<file path="src/rtl/serial_adder_pkg.sv">
// Shared types and sizing helpers for the bit-serial adder.
// Holds the FSM state encoding, the default operand width and the counter-width function.
package serial_adder_pkg;

    localparam int DEFAULT_WIDTH = 8;

    typedef enum logic [1:0] {
        IDLE  = 2'd0,
        SHIFT = 2'd1,
        DONE  = 2'd2
    } state_t;

    // A bit counter for a 1-bit operand still needs one flop.
    function automatic int cnt_width(input int w);
        return (w <= 1) ? 1 : $clog2(w);
    endfunction

endpackage

</file>
<file path="src/rtl/binary_adder.sv">
// Half adder: one-bit sum and carry of two input bits.
module binary_adder (
    input  logic a,
    input  logic b,
    output logic sum,
    output logic carry
);

    assign sum   = a ^ b;
    assign carry = a & b;

endmodule

</file>
<file path="src/rtl/serial_adder_full_adder_cell.sv">
// Combinational full adder made from two cascaded half adders.
// The two partial carries can never both be set, so an OR merges them.
module full_adder_cell (
    input  logic a,
    input  logic b,
    input  logic cin,
    output logic sum,
    output logic cout
);

    logic sum_ab;
    logic carry_ab;
    logic carry_s;

    binary_adder u_ha_ab (
        .a     (a),
        .b     (b),
        .sum   (sum_ab),
        .carry (carry_ab)
    );

    binary_adder u_ha_cin (
        .a     (sum_ab),
        .b     (cin),
        .sum   (sum),
        .carry (carry_s)
    );

    assign cout = carry_ab | carry_s;

endmodule

</file>
<file path="src/rtl/serial_adder.sv">
// Bit-serial unsigned adder: accepts an operand pair, adds it LSB-first one bit
// per clock through a single full-adder cell, then presents {carry, sum} until taken.
module serial_adder
    import serial_adder_pkg::*;
#(
    parameter int WIDTH = DEFAULT_WIDTH
) (
    input  logic             clk,
    input  logic             rst,
    input  logic             in_valid,
    output logic             in_ready,
    input  logic [WIDTH-1:0] a_in,
    input  logic [WIDTH-1:0] b_in,
    output logic             out_valid,
    input  logic             out_ready,
    output logic [WIDTH-1:0] sum_out,
    output logic             carry_out,
    output logic             busy
);

    localparam int             CW   = cnt_width(WIDTH);
    localparam logic [CW-1:0]  LAST = CW'(WIDTH - 1);

    state_t           state;
    state_t           state_nxt;
    logic [WIDTH-1:0] a_sr;
    logic [WIDTH-1:0] b_sr;
    logic [WIDTH-1:0] sum_sr;
    logic [WIDTH-1:0] sum_nxt;
    logic             carry_q;
    logic [CW-1:0]    cnt;
    logic             bit_sum;
    logic             bit_carry;

    full_adder_cell u_fa (
        .a    (a_sr[0]),
        .b    (b_sr[0]),
        .cin  (carry_q),
        .sum  (bit_sum),
        .cout (bit_carry)
    );

    // New sum bit enters at the MSB so the LSB lands at bit 0 after WIDTH shifts.
    if (WIDTH == 1) begin : g_sum_one
        assign sum_nxt = bit_sum;
    end else begin : g_sum_many
        assign sum_nxt = {bit_sum, sum_sr[WIDTH-1:1]};
    end

    always_ff @(posedge clk or posedge rst) begin
        if (rst) begin
            state <= IDLE;
        end else begin
            state <= state_nxt;
        end
    end

    always_comb begin
        state_nxt = state;
        unique case (state)
            IDLE:    if (in_valid)       state_nxt = SHIFT;
            SHIFT:   if (cnt == LAST)    state_nxt = DONE;
            DONE:    if (out_ready)      state_nxt = IDLE;
            default:                     state_nxt = IDLE;
        endcase
    end

    always_ff @(posedge clk or posedge rst) begin
        if (rst) begin
            a_sr    <= '0;
            b_sr    <= '0;
            sum_sr  <= '0;
            carry_q <= 1'b0;
            cnt     <= '0;
        end else begin
            unique case (state)
                IDLE: begin
                    if (in_valid) begin
                        a_sr    <= a_in;
                        b_sr    <= b_in;
                        sum_sr  <= '0;
                        carry_q <= 1'b0;
                        cnt     <= '0;
                    end
                end
                SHIFT: begin
                    a_sr    <= a_sr >> 1;
                    b_sr    <= b_sr >> 1;
                    sum_sr  <= sum_nxt;
                    carry_q <= bit_carry;
                    cnt     <= cnt + CW'(1);
                end
                default: begin
                end
            endcase
        end
    end

    // Handshake flags come straight from the state register only.
    assign in_ready  = (state == IDLE);
    assign out_valid = (state == DONE);
    assign busy      = (state == SHIFT) || (state == DONE);
    assign sum_out   = sum_sr;
    assign carry_out = carry_q;

endmodule

</file>
<file path="config.mk">
export PLATFORM = sky130hd
export DESIGN_NAME = serial_adder
export DESIGN_NICKNAME = d
export VERILOG_FILES = /design/src/rtl/serial_adder_pkg.sv /design/src/rtl/binary_adder.sv /design/src/rtl/serial_adder_full_adder_cell.sv /design/src/rtl/serial_adder.sv
export SDC_FILE = /design/constraint.sdc
export NUM_CORES = 1
export LEC_CHECK = 0
export CAP_MARGIN = 40
export CORE_ASPECT_RATIO = 0.8
export CORE_UTILIZATION = 35
export CTS_CLUSTER_DIAMETER = 200
export DETAILED_ROUTE_END_ITERATION = 8
export SKIP_CTS_REPAIR_TIMING = 1
export SYNTH_ARGS = -nofsm -noshare
export SYNTH_HDL_FRONTEND = slang
export SYNTH_SLANG_ARGS = --single-unit
</file>
<file path="constraint.sdc">
create_clock -name clk -period 3.9 [get_ports clk]
set_input_delay 0.78 -clock clk [delete_from_list [all_inputs] [get_ports clk]]
set_output_delay 0.78 -clock clk [all_outputs]
set_load 0.02 [all_outputs]
</file>
==> impl_metrics.ini, run 1 <==
[pwr]
power.density_cell_area_nw_per_um2 = 807
p_seq_share_pct = 35.0
power.internal_uw = 974
finalPower_mw = 1.52
power.share.clock_pct = 18.6
sw_frac_of_total_pct = 36.1
static-leakage-power_nw = 0.849
p_sw_uw = 550
max-vdd-ir-drop_mv = 0.334
combinational_group_share_of_total_power_pct = 46.4

[floorplanning]
std_cell_rows = 19
die_w_um = 72.1
fp.dieArea_um2 = 4190
boundaryPins = 32
floorplan.core_area_um2 = 3590
die_h_um = 58.1
initial_core_utilization_pct = 38.4

[critical_path]
kind_of_critical_path = reg2out
critical_path.reg2reg.endpoint = cnt[0]
reg2regPathDepth = 5
startpoint_type = flip-flop
worst_path_maximum_fanout = 8
timing.reg2reg.setup_slack_ns = 1.84
worstPathRequired_ns = 3.12
crit_path_end_kind = output port
worst-endpoint-arrival_ns = 1.82
reg2reg_from = state[1]

[cts]
clkTransAtPathRegs_ns = 0.06
cts_inserted_buffers = 5
htree_levels = 2
cts_tree = yes
cts-root-buf = clkbuf_8
tritoncts_num_sinks = 30
clock_latency_ns = 0.27
cts_max_path_buffers = 2

[synthesis]
postSynth.asyncResetShare_pct = 100
synth_cells = 117
yosys_warnings = 0
synth_xor_xnor_area_share_pct = 0
net_count_after_synthesis = 144
syn_area_um2 = 1380
synth_top_family_by_area = compound AO/OA/AOI/OAI gates
synth-compound-area-share_pct = 14.4
post_synth_most_frequent_cells = 30 x dfrtp_1, 16 x nand2_1, 16 x o21ai_0
seq_area_frac_synth_pct = 54.5
synth.distinct_cells = 16
synth_top_area_share_pct = 54.5
post-synth-top-count-cell = dfrtp_1
yosysTopAreaCell = dfrtp_1
synth_edf_count = 0
synth_seq_cells = 30
synthAdderAreaFrac_pct = 6.90
ys_top_cells_by_area = dfrtp_1 54%, mux2i_1 11%, a22o_1 7.0%
muxShareOfSynthArea_pct = 13.4
ys_dominant_reg_cell = dfrtp_1
post_synth.cell_area_avg_um2 = 11.8
simple_gate_portion_of_the_synthesized_area_pct = 6.72

[grt]
grt_antenna_before_repair = 0
globalRouteTotalUtil_pct = 14.5
first_global_vias = 986
grt_start_max_net_pins = 29
grt_pass1_wl_mm = 4.42
grt_overflow = 0

[cells_and_area]
finalNetCount = 178
n_diodes = 0
layout-drive-gt1-share_pct = 9.21
final-instance-count-excl-fill = 204
flow.area_growth_from_synthesis_pct = 37.1

[placed_design]
dp_cell_count = 196
dp_hpwl_mm = 1.84
post-place-ws_ns = 1.36
buffer_ports.inserted = 31
gp_routability_congestion = 0.663

[min_path]
min_to = b_sr[2]
worst_hold_path_type = reg2reg
min-delay-start = b_sr[2]
whs_path_depth = 2

[sta]
worst_clock_skew_ns = 0.00325
max_slew_headroom_at_the_worst_pin_pct = 42.6
timing.final.crit_share_pct = 66.7
period_minus_slack_ns = 2.60
setup_total_negative_slack_ns = 0
final_critical_path_setup_slack_ns = 1.30
finalHoldViolCount = 0
worst_pin_slew_ns = 0.859
setup-violations-final = 0
max_freq_mhz = 384
rsz0062_at_grt = no
report.final.slew_viol_count = 0

[routing]
drcViolationCount = 0
routed_wire_length_per_instance_um = 12.8
number_of_nets_with_antenna_violations_after_routing = 0
postRouteWirelength_mm = 2.61
detailedRoute.firstPassIterationCount = 4
vias = 956
drtIter0Drc = 35
detail_route.vias_per_cell = 4.69

[status]
status = finished clean

[run]
cap_violations = 0
## through the flow
step | utilization (%) | hold slack, ns | instance area (um^2)
finish | 52.6 | 0.477 | 1890
global route | 52.6 | 0.512 | 1890
CTS | 52.6 | 0.484 | 1890
detailed placement | 49.5 | 0.470 | 1780
global placement | 48.3 | 0.461 | 1740
floorplan | - | 0.450 | 1380
## power by group through the flow
stage	Clock, mW	Combinational, mW	Sequential (mW)
after floorplan	0	0.441	0.558
after global placement	0	0.651	0.535
after detailed placement	0	0.718	0.539
after CTS	0.294	0.723	0.535
after global routing	0.310	0.787	0.552
final	0.283	0.707	0.534
## cells by family after synthesis
group | Yosys count
simple gates | 20
fa+ha+maj | 7
mux | 18
buf+inv | 12
compound gates | 30
flops | 30
## registers in the layout, summed over array words and instances, names as in the netlist
name       flops
state          2
carry_out      1
a_sr           8
b_sr           8
cnt            3
sum_out        8
## worst max-delay path by stage
stage,from,endpoint,slack (ns),cells past startpoint
floorplan,state[0],state[0],2.24,5
global placement,in_valid,b_sr[0],1.43,3
detailed placement,in_valid,cnt[0],1.36,4
CTS,state[1],in_ready,1.28,3
global route,state[0],in_ready,1.21,3
finish,state[1],in_ready,1.30,3
## cell type report
class                   count  area, um^2
well taps                  52        65.1
flip-flops and latches     30         751
clock buffers               8         110
fillers                   317        1700
repair buffers             34         360
inverters                   5        18.8
multi-input cells          75         583
## routing by layer
layer | part of all wire [%] | wire length [um] | global-route usage, % | vias up
li1 | - | - | - | 474
met1 | 48 | 1250 | 17.8 | 458
met2 | 47 | 1220 | 22.8 | 22
met3 | 3.6 | 95 | 3.30 | 2
met4 | 1.6 | 42 | 10.1 | 0
met5 | 0 | 0 | 0 | -
## cells in the final DEF (no fill, tap or decap)
| cell | count |
|---|---|
| mux2i_4 | 1 |
| clkdlybuf4s50_1 | 31 |
| nor2b_4 | 1 |
| o21ai_0 | 16 |
| mux2_1 | 2 |
| inv_1 | 5 |
| buf_4 | 1 |
| clkbuf_8 | 8 |
| a31oi_1 | 2 |
| nand2_1 | 16 |
| dfrtp_1 | 30 |
| buf_8 | 1 |
| nor2b_1 | 3 |
| mux2i_1 | 14 |
| mux2_2 | 1 |
| buf_16 | 1 |
| ha_1 | 6 |
| fa_1 | 1 |
| a22o_1 | 11 |
| a221o_1 | 1 |
## worst max-delay path: stages (launching register included)
cell and delay (ns):
dfrtp_1 0.40, inv_1 0.11, ha_1 0.37, clkdlybuf4s50_1 0.67
(Power assumes the default switching activity.)
==> inputs of run 2 (changes only) <==
- clock period: 3.9 -> 2.71 ns (I/O delays scaled with it)
==> impl_metrics.ini, run 2 (same netlist as run 1, synthesis figures left out) <==
[sta]
max_slew_headroom_at_the_worst_pin_pct = 39.6
report.final.slew_viol_count = 0
rsz0062_at_grt = no
worst_pin_slew_ns = 0.904
worst_clock_skew_ns = 0.00406
final_critical_path_setup_slack_ns = 0.334
holdWs_ns = 0.481
setup-violations-final = 0
finalHoldViolCount = 0
period_minus_slack_ns = 2.38
timing.final.crit_share_pct = 87.7
setup_total_negative_slack_ns = 0
max_freq_mhz = 421

[cts]
cts_tree = yes
clock_latency_ns = 0.28
htree_levels = 2
cts-root-buf = clkbuf_8
cts_max_path_buffers = 2
clkTransAtPathRegs_ns = 0.07
cts_inserted_buffers = 5
tritoncts_num_sinks = 30

[routing]
number_of_nets_with_antenna_violations_after_routing = 0
drtIter0Drc = 12
detailedRoute.firstPassIterationCount = 4
routed_wire_length_per_instance_um = 12.7
postRouteWirelength_mm = 2.60
detail_route.vias_per_cell = 4.68
vias = 954
drcViolationCount = 0

[cells_and_area]
layout-drive-gt1-share_pct = 9.21
finalNetCount = 178
flow.area_growth_from_synthesis_pct = 35.0
n_diodes = 0
final-instance-count-excl-fill = 204
leading_cell_type_in_the_layout_fill_and_taps_excluded = clkdlybuf4s50_1
final_cell_mix = 31 x clkdlybuf4s50_1, 30 x dfrtp_1, 16 x nand2_1, 16 x o21ai_0, 14 x mux2i_1
design_area_um2 = 1860
fin_util_pct = 51.8

[critical_path]
critical_path.cell_chain = inv_1, ha_1, clkdlybuf4s50_1
crit_path_end_kind = output port
worstPathRequired_ns = 2.17
kind_of_critical_path = reg2out
reg2regPathDepth = 5
critPathSlowestCell = clkdlybuf4s50_1
worst_path_maximum_fanout = 8
startpoint_type = flip-flop
slowest_delay_ns = 0.67
worst-endpoint-arrival_ns = 1.83

[placed_design]
gp_routability_congestion = 0.671
place_area_um2 = 1750
buffer_ports.inserted = 31
dp_hpwl_mm = 1.72
dp_cell_count = 196
post-place-ws_ns = 0.404

[pwr]
sw_frac_of_total_pct = 36.9
combinational_group_share_of_total_power_pct = 44.8
max-vdd-ir-drop_mv = 0.428
static-leakage-power_nw = 0.838
p_sw_uw = 803
power.internal_mw = 1.37
p_seq_share_pct = 35.2
finalPower_mw = 2.18
power.share.clock_pct = 20.0
power.density_cell_area_nw_per_um2 = 1170

[min_path]
whs_path_depth = 2
worst_hold_path_type = reg2reg

[grt]
grt_antenna_before_repair = 0
first_global_vias = 871
grt_overflow = 0
grt_pass1_wl_mm = 4.24
grt_start_max_net_pins = 41
globalRouteTotalUtil_pct = 13.7

[floorplanning]
floorplan.core_area_um2 = 3590
initial_core_utilization_pct = 38.4
fp.dieArea_um2 = 4190
die_h_um = 58.1
die_w_um = 72.1
std_cell_rows = 19
boundaryPins = 32

[status]
status = finished clean

[run]
cap_violations = 0
-- run 2: cell count changes in the layout (fill, tap and decap cells not counted) --
cell,before,now
buf_16,1,0
buf_4,1,3
buf_8,1,0
bufinv_16,0,1
clkbuf_8,8,5
clkinv_2,0,2
-- run 2: worst paths after layout --
check                        endpoint      from  slack, ns
setup / recovery             in_ready  state[1]       0.33
setup reg to reg               cnt[0]  state[0]       0.67
min in group asynchronous  sum_out[5]       rst       0.63
hold / removal                a_sr[1]   a_sr[1]       0.48
max in group asynchronous     b_sr[7]       rst       1.81
hold reg to reg               a_sr[1]   a_sr[1]       0.48
-- run 2: layer usage --
layer  global-route usage (%)  wire length (um)  vias up
li1                         -                 -      474
met1                     20.4              1300      449
met2                     17.8              1120       24
met3                     3.30               113        7
met4                     8.40                59        0
met5                        0                 0        -
-- run 2: critical path: cells and delay by family (launching register included) --
family / cells / cell delay (ns)
buffers and inverters: 2 / 0.79
adders and majority gates: 1 / 0.37
DFF: 1 / 0.40
-- run 2: power by group through the flow --
stage / sequential [mW] / clock [mW] / combinational, mW
3_5_place_dp: 0.773 / 0 / 0.981
5_1_grt: 0.793 / 0.466 / 1.08
3_3_place_gp: 0.768 / 0 / 0.947
4_1_cts: 0.767 / 0.446 / 0.987
6_report: 0.766 / 0.435 / 0.976
2_1_floorplan: 0.803 / 0 / 0.634
-- run 2: area by class of cell --
type                    count  area (um^2)
inverters                   5         18.8
clock inverters             3         40.0
clock buffers               5         68.8
multi-input cells          75          583
flip-flops and latches     30          751
fillers                   316         1730
well taps                  52         65.1
repair buffers             34          333
